==> src/rtl/branch_predictor_unit_pkg.sv <==
// rtl/branch_predictor_unit_pkg.sv - shared types, sizes and counter-update helper for the branch predictor
// Optional feature macro used by the design: BRANCH_PRED_GSHARE_EN (global history XOR indexing).
package branch_predictor_unit_pkg;

    localparam int BP_ADDR_WIDTH = 16;
    localparam int BP_INDEX_BITS = 6;
    localparam int BP_CNT_WIDTH  = 32;

    typedef enum logic {
        NOT_TAKEN = 1'b0,
        TAKEN     = 1'b1
    } BranchOutcome;

    // MSB of the state is the prediction.
    typedef enum logic [1:0] {
        STRONG_NT = 2'b00,
        WEAK_NT   = 2'b01,
        WEAK_T    = 2'b10,
        STRONG_T  = 2'b11
    } BhtState;

    // Saturating 2-bit counter step.
    function automatic BhtState bht_next(BhtState s, BranchOutcome o);
        BhtState n;
        n = s;
        case (s)
            STRONG_NT: n = (o == TAKEN) ? WEAK_NT  : STRONG_NT;
            WEAK_NT:   n = (o == TAKEN) ? WEAK_T   : STRONG_NT;
            WEAK_T:    n = (o == TAKEN) ? STRONG_T : WEAK_NT;
            STRONG_T:  n = (o == TAKEN) ? STRONG_T : WEAK_T;
            default:   n = s;
        endcase
        return n;
    endfunction

endpackage

==> src/rtl/branch_predictor_unit_if.sv <==
// rtl/branch_predictor_unit_if.sv - decode/EX signal bundle between pipeline glue and the branch predictor
// master: pipeline side (drives decode and EX inputs, receives prediction/redirect)
// slave : predictor side
interface branch_predictor_unit_if #(
    parameter int ADDR_WIDTH = 16,
    parameter int INDEX_BITS = 6,
    parameter int CNT_WIDTH  = 32
);
    logic                  i_dec_valid;
    logic                  i_dec_is_jump;
    logic [ADDR_WIDTH-1:0] i_dec_pc;
    logic [ADDR_WIDTH-1:0] i_dec_target;
    logic [ADDR_WIDTH-1:0] i_dec_fallthrough;
    logic                  o_dec_prediction;
    logic [ADDR_WIDTH-1:0] o_dec_recovery;
    logic [INDEX_BITS-1:0] o_dec_index;

    logic                  i_ex_valid;
    logic                  i_ex_stall;
    logic [INDEX_BITS-1:0] i_ex_index;
    logic                  i_ex_prediction;
    logic                  i_ex_outcome;
    logic [ADDR_WIDTH-1:0] i_ex_recovery;
    logic                  o_redirect;
    logic [ADDR_WIDTH-1:0] o_redirect_target;
    logic [CNT_WIDTH-1:0]  o_mispredict_cnt;

    modport master (
        output i_dec_valid, i_dec_is_jump, i_dec_pc, i_dec_target, i_dec_fallthrough,
        output i_ex_valid, i_ex_stall, i_ex_index, i_ex_prediction, i_ex_outcome, i_ex_recovery,
        input  o_dec_prediction, o_dec_recovery, o_dec_index,
        input  o_redirect, o_redirect_target, o_mispredict_cnt
    );

    modport slave (
        input  i_dec_valid, i_dec_is_jump, i_dec_pc, i_dec_target, i_dec_fallthrough,
        input  i_ex_valid, i_ex_stall, i_ex_index, i_ex_prediction, i_ex_outcome, i_ex_recovery,
        output o_dec_prediction, o_dec_recovery, o_dec_index,
        output o_redirect, o_redirect_target, o_mispredict_cnt
    );
endinterface

==> src/rtl/branch_predictor_unit_sat_counter_table.sv <==
// rtl/branch_predictor_unit_sat_counter_table.sv - 2^INDEX_BITS x 2-bit saturating counter table
// Ports: clk, rst_n (sync active-low, all entries -> WEAK_NT), raddr/rdata (async read),
//        we/waddr/wtaken (sync read-modify-write training port).
module sat_counter_table
    import branch_predictor_unit_pkg::*;
#(
    parameter int INDEX_BITS = BP_INDEX_BITS
) (
    input  logic                  clk,
    input  logic                  rst_n,
    input  logic [INDEX_BITS-1:0] raddr,
    output BhtState               rdata,
    input  logic                  we,
    input  logic [INDEX_BITS-1:0] waddr,
    input  BranchOutcome          wtaken
);
    localparam int ENTRIES = 1 << INDEX_BITS;

    BhtState mem [ENTRIES];

    // The write port applies the counter step to its own entry, so training
    // never needs a second read port. The read port sees the pre-write value.
    always_ff @(posedge clk) begin
        if (!rst_n) begin
            for (int i = 0; i < ENTRIES; i++) begin
                mem[i] <= WEAK_NT;
            end
        end else if (we) begin
            mem[waddr] <= bht_next(mem[waddr], wtaken);
        end
    end

    assign rdata = mem[raddr];

endmodule

==> src/rtl/branch_predictor_unit.sv <==
// rtl/branch_predictor_unit.sv - 2-bit counter branch predictor with EX-stage training and redirect
// Ports: clk, rst_n (sync active-low), bus (branch_predictor_unit_if.slave: decode lookup,
//        EX resolution, redirect and mispredict counter).
// Macro BRANCH_PRED_GSHARE_EN: adds a global history register XORed into the decode index.
module branch_predictor_unit
    import branch_predictor_unit_pkg::*;
#(
    parameter int ADDR_WIDTH = BP_ADDR_WIDTH,
    parameter int INDEX_BITS = BP_INDEX_BITS,
    parameter int CNT_WIDTH  = BP_CNT_WIDTH
) (
    input logic                   clk,
    input logic                   rst_n,
    branch_predictor_unit_if.slave bus
);
    logic [INDEX_BITS-1:0] pc_index;
    logic [INDEX_BITS-1:0] dec_index;
    BhtState               dec_state;
    logic [1:0]            dec_bits;
    BranchOutcome          prediction;
    logic                  update;
    logic                  mispredict;
    logic [CNT_WIDTH-1:0]  mispredict_cnt;
    logic                  unused_pc_bits;

    assign pc_index       = bus.i_dec_pc[INDEX_BITS+1:2];
    assign unused_pc_bits = ^{bus.i_dec_pc[ADDR_WIDTH-1:INDEX_BITS+2], bus.i_dec_pc[1:0]};

    // A stalled EX stage holds the same branch; train only on the cycle it leaves.
    assign update     = bus.i_ex_valid & ~bus.i_ex_stall;
    assign mispredict = bus.i_ex_prediction != bus.i_ex_outcome;

`ifdef BRANCH_PRED_GSHARE_EN
    logic [INDEX_BITS-1:0] ghr;

    always_ff @(posedge clk) begin
        if (!rst_n) begin
            ghr <= '0;
        end else if (update) begin
            ghr <= {ghr[INDEX_BITS-2:0], bus.i_ex_outcome};
        end
    end

    assign dec_index = pc_index ^ ghr;
`else
    assign dec_index = pc_index;
`endif

    // EX trains the index that travelled down the pipe, never a recomputed one,
    // so history changes since decode cannot misdirect the update.
    sat_counter_table #(
        .INDEX_BITS(INDEX_BITS)
    ) u_table (
        .clk    (clk),
        .rst_n  (rst_n),
        .raddr  (dec_index),
        .rdata  (dec_state),
        .we     (update),
        .waddr  (bus.i_ex_index),
        .wtaken (BranchOutcome'(bus.i_ex_outcome))
    );

    assign dec_bits = dec_state;

    always_comb begin
        prediction = NOT_TAKEN;
        if (bus.i_dec_valid) begin
            if (bus.i_dec_is_jump) begin
                prediction = TAKEN;
            end else begin
                prediction = BranchOutcome'(dec_bits[1]);
            end
        end
    end

    assign bus.o_dec_prediction = prediction;
    assign bus.o_dec_index      = dec_index;
    assign bus.o_dec_recovery   = (!bus.i_dec_valid || prediction == TAKEN) ?
                                  bus.i_dec_fallthrough : bus.i_dec_target;

    // Held for the whole stall; the hazard controller is responsible for flushing once.
    assign bus.o_redirect        = rst_n & bus.i_ex_valid & mispredict;
    assign bus.o_redirect_target = bus.i_ex_recovery;

    always_ff @(posedge clk) begin
        if (!rst_n) begin
            mispredict_cnt <= '0;
        end else if (update && mispredict && (mispredict_cnt != {CNT_WIDTH{1'b1}})) begin
            mispredict_cnt <= mispredict_cnt + 1'b1;
        end
    end

    assign bus.o_mispredict_cnt = mispredict_cnt;

endmodule

==> src/flat_wrapper.sv <==
// flat-port wrapper written by rule: the top's interface ports become plain ports
module branch_predictor_unit_flat import branch_predictor_unit_pkg::*;
#(
    parameter int ADDR_WIDTH = BP_ADDR_WIDTH,
    parameter int INDEX_BITS = BP_INDEX_BITS,
    parameter int CNT_WIDTH  = BP_CNT_WIDTH
)
  (clk, rst_n, bus_i_dec_valid, bus_i_dec_is_jump, bus_i_dec_pc, bus_i_dec_target, bus_i_dec_fallthrough, bus_i_ex_valid, bus_i_ex_stall, bus_i_ex_index, bus_i_ex_prediction, bus_i_ex_outcome, bus_i_ex_recovery, bus_o_dec_prediction, bus_o_dec_recovery, bus_o_dec_index, bus_o_redirect, bus_o_redirect_target, bus_o_mispredict_cnt);
  branch_predictor_unit_if #(.ADDR_WIDTH(ADDR_WIDTH), .INDEX_BITS(INDEX_BITS), .CNT_WIDTH(CNT_WIDTH)) bus_i ();
  input logic clk;
  input logic rst_n;
  input wire logic [$bits(bus_i.i_dec_valid)-1:0] bus_i_dec_valid;
  input wire logic [$bits(bus_i.i_dec_is_jump)-1:0] bus_i_dec_is_jump;
  input wire logic [$bits(bus_i.i_dec_pc)-1:0] bus_i_dec_pc;
  input wire logic [$bits(bus_i.i_dec_target)-1:0] bus_i_dec_target;
  input wire logic [$bits(bus_i.i_dec_fallthrough)-1:0] bus_i_dec_fallthrough;
  input wire logic [$bits(bus_i.i_ex_valid)-1:0] bus_i_ex_valid;
  input wire logic [$bits(bus_i.i_ex_stall)-1:0] bus_i_ex_stall;
  input wire logic [$bits(bus_i.i_ex_index)-1:0] bus_i_ex_index;
  input wire logic [$bits(bus_i.i_ex_prediction)-1:0] bus_i_ex_prediction;
  input wire logic [$bits(bus_i.i_ex_outcome)-1:0] bus_i_ex_outcome;
  input wire logic [$bits(bus_i.i_ex_recovery)-1:0] bus_i_ex_recovery;
  output wire logic [$bits(bus_i.o_dec_prediction)-1:0] bus_o_dec_prediction;
  output wire logic [$bits(bus_i.o_dec_recovery)-1:0] bus_o_dec_recovery;
  output wire logic [$bits(bus_i.o_dec_index)-1:0] bus_o_dec_index;
  output wire logic [$bits(bus_i.o_redirect)-1:0] bus_o_redirect;
  output wire logic [$bits(bus_i.o_redirect_target)-1:0] bus_o_redirect_target;
  output wire logic [$bits(bus_i.o_mispredict_cnt)-1:0] bus_o_mispredict_cnt;
  assign bus_i.i_dec_valid = bus_i_dec_valid;
  assign bus_i.i_dec_is_jump = bus_i_dec_is_jump;
  assign bus_i.i_dec_pc = bus_i_dec_pc;
  assign bus_i.i_dec_target = bus_i_dec_target;
  assign bus_i.i_dec_fallthrough = bus_i_dec_fallthrough;
  assign bus_i.i_ex_valid = bus_i_ex_valid;
  assign bus_i.i_ex_stall = bus_i_ex_stall;
  assign bus_i.i_ex_index = bus_i_ex_index;
  assign bus_i.i_ex_prediction = bus_i_ex_prediction;
  assign bus_i.i_ex_outcome = bus_i_ex_outcome;
  assign bus_i.i_ex_recovery = bus_i_ex_recovery;
  assign bus_o_dec_prediction = bus_i.o_dec_prediction;
  assign bus_o_dec_recovery = bus_i.o_dec_recovery;
  assign bus_o_dec_index = bus_i.o_dec_index;
  assign bus_o_redirect = bus_i.o_redirect;
  assign bus_o_redirect_target = bus_i.o_redirect_target;
  assign bus_o_mispredict_cnt = bus_i.o_mispredict_cnt;
  branch_predictor_unit #(.ADDR_WIDTH(ADDR_WIDTH), .INDEX_BITS(INDEX_BITS), .CNT_WIDTH(CNT_WIDTH)) u_core (.clk(clk), .rst_n(rst_n), .bus(bus_i));
endmodule
==> config.mk <==
export PLATFORM = sky130hd
export DESIGN_NAME = branch_predictor_unit_flat
export DESIGN_NICKNAME = d
export VERILOG_FILES = /design/src/rtl/branch_predictor_unit_pkg.sv /design/src/rtl/branch_predictor_unit_if.sv /design/src/rtl/branch_predictor_unit_sat_counter_table.sv /design/src/rtl/branch_predictor_unit.sv /design/src/flat_wrapper.sv
export SDC_FILE = /design/constraint.sdc
export NUM_CORES = 1
export LEC_CHECK = 0
export CORE_MARGIN = 3
export CORE_UTILIZATION = 50
export CTS_CLUSTER_SIZE = 24
export DETAILED_ROUTE_END_ITERATION = 6
export PLACE_DENSITY = 0.78
export SYNTH_ARGS = -nofsm -noshare
export SYNTH_HDL_FRONTEND = slang
export SYNTH_SLANG_ARGS = --single-unit
==> constraint.sdc <==
create_clock -name clk -period 4 [get_ports clk]
set_input_delay 0.4 -clock clk [delete_from_list [all_inputs] [get_ports clk]]
set_output_delay 0.4 -clock clk [all_outputs]
set_load 0.02 [all_outputs]
==> results of run 1 <==
cell usage in the layout (no fill, tap or decap), types with 10 or more instances in the layout:
master	n
nand3_1	24
mux2_4	10
a21oi_1	11
o21ai_0	74
nand2_1	63
a22oi_1	13
clkbuf_16	18
edfxtp_1	128
xor2_1	13
xnor2_1	12
mux2i_1	34
clkbuf_2	11
nor3_1	71
dfxtp_1	32
buf_4	37
mux4_2	27
mux2_2	12
nand4_1	46
nor2_1	58
clkdlybuf4s50_1	87
where the power goes:
part | internal [mW] | switching [mW] | leakage (nW) | total [mW]
sequential | 1.82 | 0.0226 | 1.37 | 1.84
clock | 0.854 | 0.725 | 0.288 | 1.58
combinational | 0.213 | 0.306 | 1.69 | 0.519
total | 2.88 | 1.05 | 3.34 | 3.94
worst min-delay path by stage:
stage	startpoint	endpoint	slack (ns)	cells after the start
3_5_place_dp	u_core.bus.o_mispredict_cnt[20]	u_core.bus.o_mispredict_cnt[20]	0.50	2
2_1_floorplan	u_core.bus.o_mispredict_cnt[1]	u_core.bus.o_mispredict_cnt[1]	0.56	2
4_1_cts	u_core.bus.o_mispredict_cnt[20]	u_core.bus.o_mispredict_cnt[20]	0.51	2
5_1_grt	u_core.bus.o_mispredict_cnt[30]	u_core.bus.o_mispredict_cnt[30]	0.53	2
3_3_place_gp	u_core.bus.o_mispredict_cnt[30]	u_core.bus.o_mispredict_cnt[30]	0.49	2
6_report	u_core.bus.o_mispredict_cnt[20]	u_core.bus.o_mispredict_cnt[20]	0.50	2
metal layers:
layer | vias up | track usage (%)
met3 | 62 | 6.048
met1 | 3435 | 33.66
met2 | 513 | 39.24
li1 | 3253 | -
met4 | 0 | 9.320
met5 | - | 0
registers in the layout, indices dropped and copies added, names as in the netlist:
signal and flops:
u_core.u_table.mem 128, u_core.bus.o_mispredict_cnt 32
worst max-delay path: stages (launching register included):
cell and delay (ns):
edfxtp_1 0.44, mux4_2 0.49, mux4_2 0.47, and3b_1 0.17, or4_1 0.51, a21oi_2 0.13
and2_4 0.18, buf_6 0.13, mux2_2 0.34, buf_2 0.16
layout make-up:
cell class / instances / area [sq um]
fill: 1402 / 6763
sequential: 160 / 4484
multi-input combinational: 556 / 3857
inverter: 7 / 26.28
clock buffer: 18 / 450.4
timing repair buffer: 151 / 1375
clock inverter: 14 / 118.9
tap: 225 / 281.5
metrics by stage:
stage                     hold slack (ns)  setup WS (ns)  setup TNS [ns]  cell area [sq um]  instances
after global placement             0.4855        -0.4985          -7.782              10100       1098
after floorplan                    0.5556         0.5750               0               8897        829
after global routing               0.5309        0.06216               0              10590       1131
after CTS                          0.5061       0.006218               0              10700       1131
final                              0.5023         0.1609               0              10590       1131
after detailed placement           0.4970        -0.5250          -8.198              10100       1098
cell families (layout without fill, tap and decap cells):
logic type               count (synthesis)  in the layout
AO/OA/AOI/OAI                          131            131
adder cells (fa/ha/maj)                  3              3
multiplexers                            83             83
flip-flops                             160            160
buffers and inverters                  113            190
AND/OR/NAND/NOR                        314            314
XOR/XNOR                                25             25
repair_timing:
action / in CTS / in global routing
gates resized for setup: 45 / 21
cloned: 1 / 0
endpoints found under the setup margin: 17 / 16
==> results.sh, run 1 <==
export IMPL_result_of_the_run="finished, final reports clean"
export IMPL_tritoncts="yes"
export IMPL_postSynth_topFlopCell="edfxtp_1"
export IMPL_post_cts_repair_setup_buffers=0
export IMPL_ios=150
export IMPL_dp_final_hpwl_microns=16380
export IMPL_min_period_over_period_pct=95.98
export IMPL_timing_hold_worst_class="reg -> reg"
export IMPL_grt_first_pass_wirelength_microns=38420
export IMPL_leading_cell_type_by_number_of_instances_after_synthesis="edfxtp_1"
export IMPL_maxCapViolations=0
export IMPL_mappedNetlistNets=908
export IMPL_design_power_total_mw=3.937
export IMPL_peakVddDrop_v=0.0002672
export IMPL_synth_top_area_share_pct=43.20
export IMPL_met3RoutedLength_microns=2703
export IMPL_n_antenna_cell=0
export IMPL_maxClockFrequency_ghz=0.2605
export IMPL_clock_sinks=160
export IMPL_drt_total_wl_microns=24120
export IMPL_avgSynthCellArea_sq_um=10.73
export IMPL_placement_io_buffers=107
export IMPL_yosys_register_bits=160
export IMPL_final_global_route_overflow_total=0
export IMPL_grt_max_degree=65
export IMPL_h_tree_levels=4
export IMPL_synthXorXnorAreaFrac_pct=2.461
export IMPL_groute_usage_overall_pct=24.89
export IMPL_fp_coreArea_sq_um=17360
export IMPL_root_buffer="clkbuf_16"
export IMPL_synth_simple_gate_area_share_pct=17.79
export IMPL_synth_enable_flop_cells=128
export IMPL_netlist_top_cell_by_area="edfxtp_1"
export IMPL_report_final_slew_viol_count=0
export IMPL_first_global_vias=6952
export IMPL_wl_per_cell_microns=21.33
export IMPL_clock_tree_buffer_depth=2
export IMPL_worstMarginPinSlew_ns=0.9425
export IMPL_grt_antenna_before_repair=0
export IMPL_routedLengthMet1_microns=9244
export IMPL_crit_path_end="bus_o_dec_recovery[3]"
export IMPL_power_per_cell_area_nw_per_um2=371.6
export IMPL_initial_cell_density_of_the_core_pct=51.26
export IMPL_critPathMaxFanout=7
export IMPL_asyncSetResetFlopFracSynth_pct=0
export IMPL_drive_above_1_share_pct=16.78
export IMPL_die_width_microns=139.4
export IMPL_r2r_path_end="u_core.u_table.mem[9][1]"
export IMPL_synth_top_cells_by_count="edfxtp_1, o21ai_0, nor3_1"
export IMPL_setup_worst_path_start="u_core.u_table.mem[31][1]"
export IMPL_floorplan_die_area_sq_um=19430
export IMPL_vias=7263
export IMPL_final_net_count=972
export IMPL_relSlewSlack_pct=37.10
export IMPL_ant_nets=0
export IMPL_synth_area_top_cells="edfxtp_1, dfxtp_1, mux4_2"
export IMPL_synth_area_mux_share_pct=13.99
export IMPL_synth_cells=829
export IMPL_synth_cell_area_sq_um=8897
export IMPL_synth_distinct_cells=56
export IMPL_synth_compound_area_share_pct=8.775
export IMPL_ys_seq_area_share_pct=50.40
export IMPL_drc=0
export IMPL_detailedRoute_firstPassIterationCount=7
export IMPL_drtIter0Drc=930
export IMPL_synth_adder_area_share_pct=0.3656
export IMPL_grt_setup_unrepaired="no"
export IMPL_post_drt_via_cell_ratio=6.422
export IMPL_placement_rows=48
export IMPL_fin_util_pct=61.04
export IMPL_clk_insertion_delay_late_ns=0.43
export IMPL_area_growth_from_synthesis_to_layout_pct=19.07
export IMPL_synthesis_yosys_warnings=0
export IMPL_reg2reg_setup_slack_ns=1.24
export IMPL_final_hold_viol_count=0
export IMPL_worst_r2r_cell_count=9
export IMPL_crit_required_ns=3.60
export IMPL_clk_pin_slew_ns=0.07
export IMPL_routed_wl_met2_microns=11580
export IMPL_finClkSkew_ns=0.009484
export IMPL_setup_viol=0
export IMPL_cts_buffers=17
export IMPL_gp_routability_congestion=0.9483
export IMPL_cellLeakagePower_nw=3.344
export IMPL_finalWorstPathRequiredPeriod_ns=3.839
export IMPL_timing_setup_critical_path_class="reg -> out"
export IMPL_r2r_start="u_core.u_table.mem[61][1]"
export IMPL_dominant_combinational_cell_family_by_area_after_synthesis="simple AND/OR/NAND/NOR gates"
export IMPL_highest_routed_layer="met4"
export IMPL_cp_start_kind="flop"
export IMPL_die_height_microns=139.4
export IMPL_worst_ep_arrival_time_ns=3.44
export IMPL_cts_hold_fix_buffers=0
export IMPL_timing_critical_path_to_type="primary output"
(Power assumes the default switching activity.)
==> run 2: changes to the inputs <==
--- a/config.mk
+++ b/config.mk
@@ -6,10 +6,11 @@
 export NUM_CORES = 1
 export LEC_CHECK = 0
 export CORE_MARGIN = 3
-export CORE_UTILIZATION = 50
+export CORE_UTILIZATION = 54
+export CTS_CLUSTER_DIAMETER = 30
 export CTS_CLUSTER_SIZE = 24
 export DETAILED_ROUTE_END_ITERATION = 6
-export PLACE_DENSITY = 0.78
+export PLACE_DENSITY = 0.83
 export SYNTH_ARGS = -nofsm -noshare
 export SYNTH_HDL_FRONTEND = slang
 export SYNTH_SLANG_ARGS = --single-unit
==> run 2 against run 1 <==
Via count grew 1.4%. Fmax shrank 1.9%. Global-route usage grew 2.3 points. Clock skew shrank 0.0025 ns. Sequential power is essentially flat. Highest routed layer unchanged.
==> results.sh, run 2 (synthesized netlist as in run 1, its figures left out) <==
export IMPL_result_of_the_run="finished, final reports clean"
export IMPL_worst_r2r_cell_count=9
export IMPL_post_drt_via_cell_ratio=6.519
export IMPL_grt_setup_unrepaired="no"
export IMPL_drc=0
export IMPL_crit_chain="mux4_2 -> mux4_2 -> and3b_1 -> or4_1 -> a21oi_2 -> and2_4 -> buf_12 -> buf_16 -> mux2_4 -> buf_6"
export IMPL_detailedRoute_firstPassIterationCount=5
export IMPL_ant_nets=0
export IMPL_h_tree_levels=4
export IMPL_initial_cell_density_of_the_core_pct=55.61
export IMPL_worstMarginPinSlew_ns=0.9564
export IMPL_placement_rows=46
export IMPL_setup_viol=0
export IMPL_area_growth_from_synthesis_to_layout_pct=20.83
export IMPL_peakVddDrop_v=0.0002760
export IMPL_power_per_cell_area_nw_per_um2=373.7
export IMPL_first_global_vias=7033
export IMPL_reg2reg_setup_slack_ns=0.97
export IMPL_r2r_start="u_core.u_table.mem[61][1]"
export IMPL_cts_buffers=17
export IMPL_largest_register="u_core.u_table.mem"
export IMPL_critPathMaxStageDelay_ns=0.53
export IMPL_clk_insertion_delay_late_ns=0.43
export IMPL_grt_antenna_before_repair=0
export IMPL_final_net_count=980
export IMPL_n_antenna_cell=0
export IMPL_drt_total_wl_microns=24420
export IMPL_largest_register_ff_count=128
export IMPL_clock_sinks=160
export IMPL_timing_hold_worst_class="reg -> reg"
export IMPL_comb_power_share_pct=13.4
export IMPL_fp_coreArea_sq_um=16000
export IMPL_fin_util_pct=67.19
export IMPL_r2r_path_end="u_core.u_table.mem[57][0]"
export IMPL_placement_io_buffers=107
export IMPL_relSlewSlack_pct=35.75
export IMPL_timing_critical_path_mode_cell="mux4_2"
export IMPL_crit_slowest_cell="or4_1"
export IMPL_p_seq_share_pct=45.8
export IMPL_cp_start_kind="flop"
export IMPL_hold_path_startpoint="u_core.bus.o_mispredict_cnt[1]"
export IMPL_destination_of_the_worst_hold_path="u_core.bus.o_mispredict_cnt[1]"
export IMPL_min_period_over_period_pct=97.82
export IMPL_critical_path_top_delay_family="multiplexers"
export IMPL_report_final_slew_viol_count=0
export IMPL_cts_hold_fix_buffers=0
export IMPL_floorplan_die_area_sq_um=18050
export IMPL_finalWorstPathRequiredPeriod_ns=3.913
export IMPL_crit_required_ns=3.60
export IMPL_maxClockFrequency_ghz=0.2556
export IMPL_path_buf_inv=3
export IMPL_switching_fraction_pct=24.92
export IMPL_final_hold_viol_count=0
export IMPL_worst_hold_path_num_cells=2
export IMPL_critPathMaxFanout=8
export IMPL_root_buffer="clkbuf_16"
export IMPL_ios=150
export IMPL_clk_pin_slew_ns=0.06
export IMPL_p_switching_mw=1.001
export IMPL_drtIter0Drc=1075
export IMPL_maxCapViolations=0
export IMPL_timing_critical_path_to_type="primary output"
export IMPL_internal_power_contribution_mw=3.016
export IMPL_wl_per_cell_microns=21.61
export IMPL_timing_hold_ws_ns=0.5095
export IMPL_vias=7366
export IMPL_grt_first_pass_wirelength_microns=38450
export IMPL_grt_max_degree=70
export IMPL_worst_ep_arrival_time_ns=3.51
export IMPL_n_fill_cell=1196
export IMPL_tritoncts="yes"
export IMPL_groute_usage_overall_pct=27.22
export IMPL_gp_routability_congestion=0.9883
export IMPL_most_frequent_standard_cell_in_the_layout_excluding_fill_and_tap_cells="edfxtp_1"
export IMPL_timing_setup_critical_path_class="reg -> out"
export IMPL_power_frac_clock_pct=40.8
export IMPL_clock_tree_buffer_depth=2
export IMPL_die_height_microns=134.4
export IMPL_die_width_microns=134.4
export IMPL_finClkSkew_ns=0.006995
export IMPL_drive_above_1_share_pct=17.18
export IMPL_final_global_route_overflow_total=0
export IMPL_cellLeakagePower_nw=3.417
export IMPL_most_common_layout_cells="edfxtp_1, clkdlybuf4s50_1, o21ai_0"
export IMPL_dp_final_hpwl_microns=16520
## run 2: stage by stage
step | area, sq um | setup WS, ns | power (mW) | std cells | TNS [ns]
after global placement | 10130 | -0.4613 | 2.384 | 1096 | -7.040
after CTS | 10750 | 0.06076 | 4.009 | 1130 | 0
after detailed placement | 10130 | -0.5104 | 2.393 | 1096 | -7.406
after global routing | 10750 | 0.01012 | 4.112 | 1130 | 0
final | 10750 | 0.08715 | 4.017 | 1130 | 0
after floorplan | 8897 | 0.5750 | 2.209 | 829 | 0
## run 2: per-layer routing
metal / wire length [microns] / GRT usage [%] / part of all wire, % / up-vias
li1: - / - / - / 3257
met1: 8938 / 35.98 / 37 / 3488
met2: 11670 / 43.63 / 48 / 525
met3: 2882 / 6.077 / 12 / 96
met4: 937 / 11.60 / 3.8 / 0
met5: 0 / 0 / 0 / -
## run 2: what timing repair did
item                                    in CTS  in global routing
gates cloned                                 1                  0
buffers inserted                             1                  0
gates resized for setup                     88                  1
pin swaps                                    2                  0
endpoints found under the setup margin      16                 13
## run 2: worst max path at each step
| stage | from | endpoint | slack [ns] | cells after the start |
|---|---|---|---|---|
| floorplan | bus_i_dec_pc[4] | bus_o_dec_recovery[10] | 0.57 | 10 |
| global placement | bus_i_dec_pc[2] | bus_o_dec_recovery[15] | -0.46 | 11 |
| detailed placement | bus_i_dec_pc[2] | bus_o_dec_recovery[4] | -0.51 | 11 |
| CTS | bus_i_dec_pc[4] | bus_o_dec_recovery[8] | 0.06 | 11 |
| global route | u_core.u_table.mem[26][1] | bus_o_dec_recovery[8] | 0.01 | 10 |
| finish | u_core.u_table.mem[30][1] | bus_o_dec_recovery[11] | 0.09 | 10 |
## run 2: cell type report
cell class	instances	area, sq um	area share [%]
tap	216	270.3	2.514
clock buffer	22	508.0	4.725
timing repair buffer	159	1509	14.04
sequential	160	4484	41.71
clock inverter	10	95.09	0.8845
multi-input combinational	556	3857	35.88
inverter	7	26.28	0.2444
## run 2: worst reg2reg max path, stage by stage, from the launching register on
cell	delay [ns]
edfxtp_1	0.42
mux4_2	0.47
nand2_1	0.09
o21ai_0	0.10
a211o_1	0.31
nor4_1	0.46
buf_4	0.21
maj3_2	0.21
buf_12	0.28
nand4_1	0.19
## run 2: power by group through the flow
stage | sequential [mW] | combinational (mW) | clock (mW)
global placement | 1.87 | 0.512 | 0
floorplan | 1.86 | 0.349 | 0
CTS | 1.84 | 0.530 | 1.64
finish | 1.84 | 0.538 | 1.64
detailed placement | 1.87 | 0.521 | 0
global route | 1.84 | 0.567 | 1.71
==> RTL edit, RTL diff (config.mk and constraints of run 1) <==
The option `BRANCH_PRED_GSHARE_EN` is turned on by a define.
--- a/src/rtl/branch_predictor_unit.sv
+++ b/src/rtl/branch_predictor_unit.sv
@@ -2,6 +2,8 @@
 // Ports: clk, rst_n (sync active-low), bus (branch_predictor_unit_if.slave: decode lookup,
 //        EX resolution, redirect and mispredict counter).
 // Macro BRANCH_PRED_GSHARE_EN: adds a global history register XORed into the decode index.
+`define BRANCH_PRED_GSHARE_EN
+
 module branch_predictor_unit
     import branch_predictor_unit_pkg::*;
 #(
Behaviour: not the same (a bounded check fails within 4 cycles, from zero or initial values and one cycle with rst_n low).
==> RTL edit against run 1 <==
- synthesized area rose by 3.9%
- power rose by 5.4%
- cell count rose by 6.9%
- register-to-register slack got worse by 0.25 ns
- sequential cell count rose by 6
- combinational power rose by 12%
- worst setup slack got worse by 0.038 ns
- final area rose by 5.7%
- wire length rose by 4.4%
==> RTL edit: results (changes against run 1) <==
<table>
<tr><th>Metric</th><th>Value</th></tr>
<tr><th colspan="2">Run status</th></tr>
<tr><td>Run status</td><td>completed (unchanged)</td></tr>
<tr><th colspan="2">Synth</th></tr>
<tr><td>Post-synthesis share of cell area spent on xor and xnor gates</td><td>3.331% (was 2.461%)</td></tr>
<tr><td>Top cells by area in the synthesized netlist</td><td>edfxtp_1, dfxtp_1, nand2_1 (was edfxtp_1, dfxtp_1, mux4_2)</td></tr>
<tr><td>Number of distinct library cells after synthesis</td><td>67 (was 56)</td></tr>
<tr><td>Net Count, Synth</td><td>948 (was 908)</td></tr>
<tr><td>Multiplexer share of the synthesized area</td><td>11.79% (was 13.99%)</td></tr>
<tr><td>Fraction of the yosys area taken by sequential cells</td><td>49.82% (was 50.40%)</td></tr>
<tr><th colspan="2">Routing</th></tr>
<tr><td>DR vias</td><td>7585 (was 7263)</td></tr>
<tr><td>Total Routed Length</td><td>25.18 mm (was 24.12 mm)</td></tr>
<tr><td>DR iter-0 viols</td><td>968 (was 930)</td></tr>
<tr><td>Vias per cell</td><td>6.274 (was 6.422)</td></tr>
<tr><td>Total routed wire length on the met1 layer</td><td>9.329 mm (was 9.244 mm)</td></tr>
<tr><th colspan="2">Setup path</th></tr>
<tr><td>Logic depth of the worst register-to-register path</td><td>7 (was 9)</td></tr>
<tr><td>Worst setup path end</td><td>bus_o_dec_recovery[12] (was bus_o_dec_recovery[3])</td></tr>
<tr><td>Startpoint of the worst register-to-register path</td><td>u_core.u_table.mem[12][1] (was u_core.u_table.mem[61][1])</td></tr>
<tr><td>Largest delay contributor family on the critical path</td><td>buffers and inverters (was multiplexers)</td></tr>
<tr><td>Slowest stage cell, crit path</td><td>mux4_1 (was or4_1)</td></tr>
<tr><td>Worst reg2reg endpoint</td><td>u_core.u_table.mem[30][0] (was u_core.u_table.mem[9][1])</td></tr>
<tr><th colspan="2">Timing</th></tr>
<tr><td>Worst relative slew slack</td><td>28.79% (was 37.10%)</td></tr>
<tr><td>Final critical-path setup slack</td><td>0.1226 ns (was 0.1609 ns)</td></tr>
<tr><td>Worst Hold Slack</td><td>0.4797 ns (was 0.5023 ns)</td></tr>
<tr><td>Fin Clk Skew</td><td>0.009884 ns (was 0.009484 ns)</td></tr>
<tr><th colspan="2">Placed design</th></tr>
<tr><td>Final RePlAce weighted congestion</td><td>0.9357 (was 0.9483)</td></tr>
<tr><td>Placed Instance Area</td><td>10570 µm² (was 10100 µm²)</td></tr>
<tr><th colspan="2">Global route</th></tr>
<tr><td>Largest net degree at the start of global routing</td><td>89 (was 65)</td></tr>
<tr><th colspan="2">Power</th></tr>
<tr><td>Peak supply drop</td><td>0.0003153 V (was 0.0002672 V)</td></tr>
<tr><td>Lkg Pwr</td><td>3.852 nW (was 3.344 nW)</td></tr>
<tr><th colspan="2">Layout</th></tr>
<tr><td>Fraction of layout cells with a size suffix above 1</td><td>13.78% (was 16.78%)</td></tr>
</table>
RTL edit: routing by layer:
layer,GRT usage [%],vias to the layer above
met1,32.26,3601
met4,8.838,0
met2,40.89,528
li1,-,3387
met3,6.519,69
met5,0,-
RTL edit: timing repair:
action                                  4_1_cts  5_1_grt
gates cloned                                  1        0
gates resized for setup                      19        1
endpoints found under the setup margin       16        6
pin swaps                                     1        0
RTL edit: cells by family after synthesis:
group                      after synthesis
AOI/OAI and AO/OA                      109
buffers and inverters                   90
adders and majority gates                3
xor gates and xnor gates                33
DFF                                    166
and+or+nand+nor                        402
muxes                                   66
RTL edit: final cells by class:
cell class	count	area [µm²]	share of cell area [%]
sequential	166	4604	41.12
multi-input combinational	614	4161	37.17
timing repair buffer	159	1501	13.41
clock buffer	24	529.3	4.727
tap	229	286.5	2.559
clock inverter	8	80.08	0.7152
inverter	9	33.78	0.3017
RTL edit: power by group:
group          switching [W]  internal, W
sequential         0.0000206      0.00188
combinational       0.000341     0.000241
clock               0.000671     0.000997
total                0.00103      0.00312
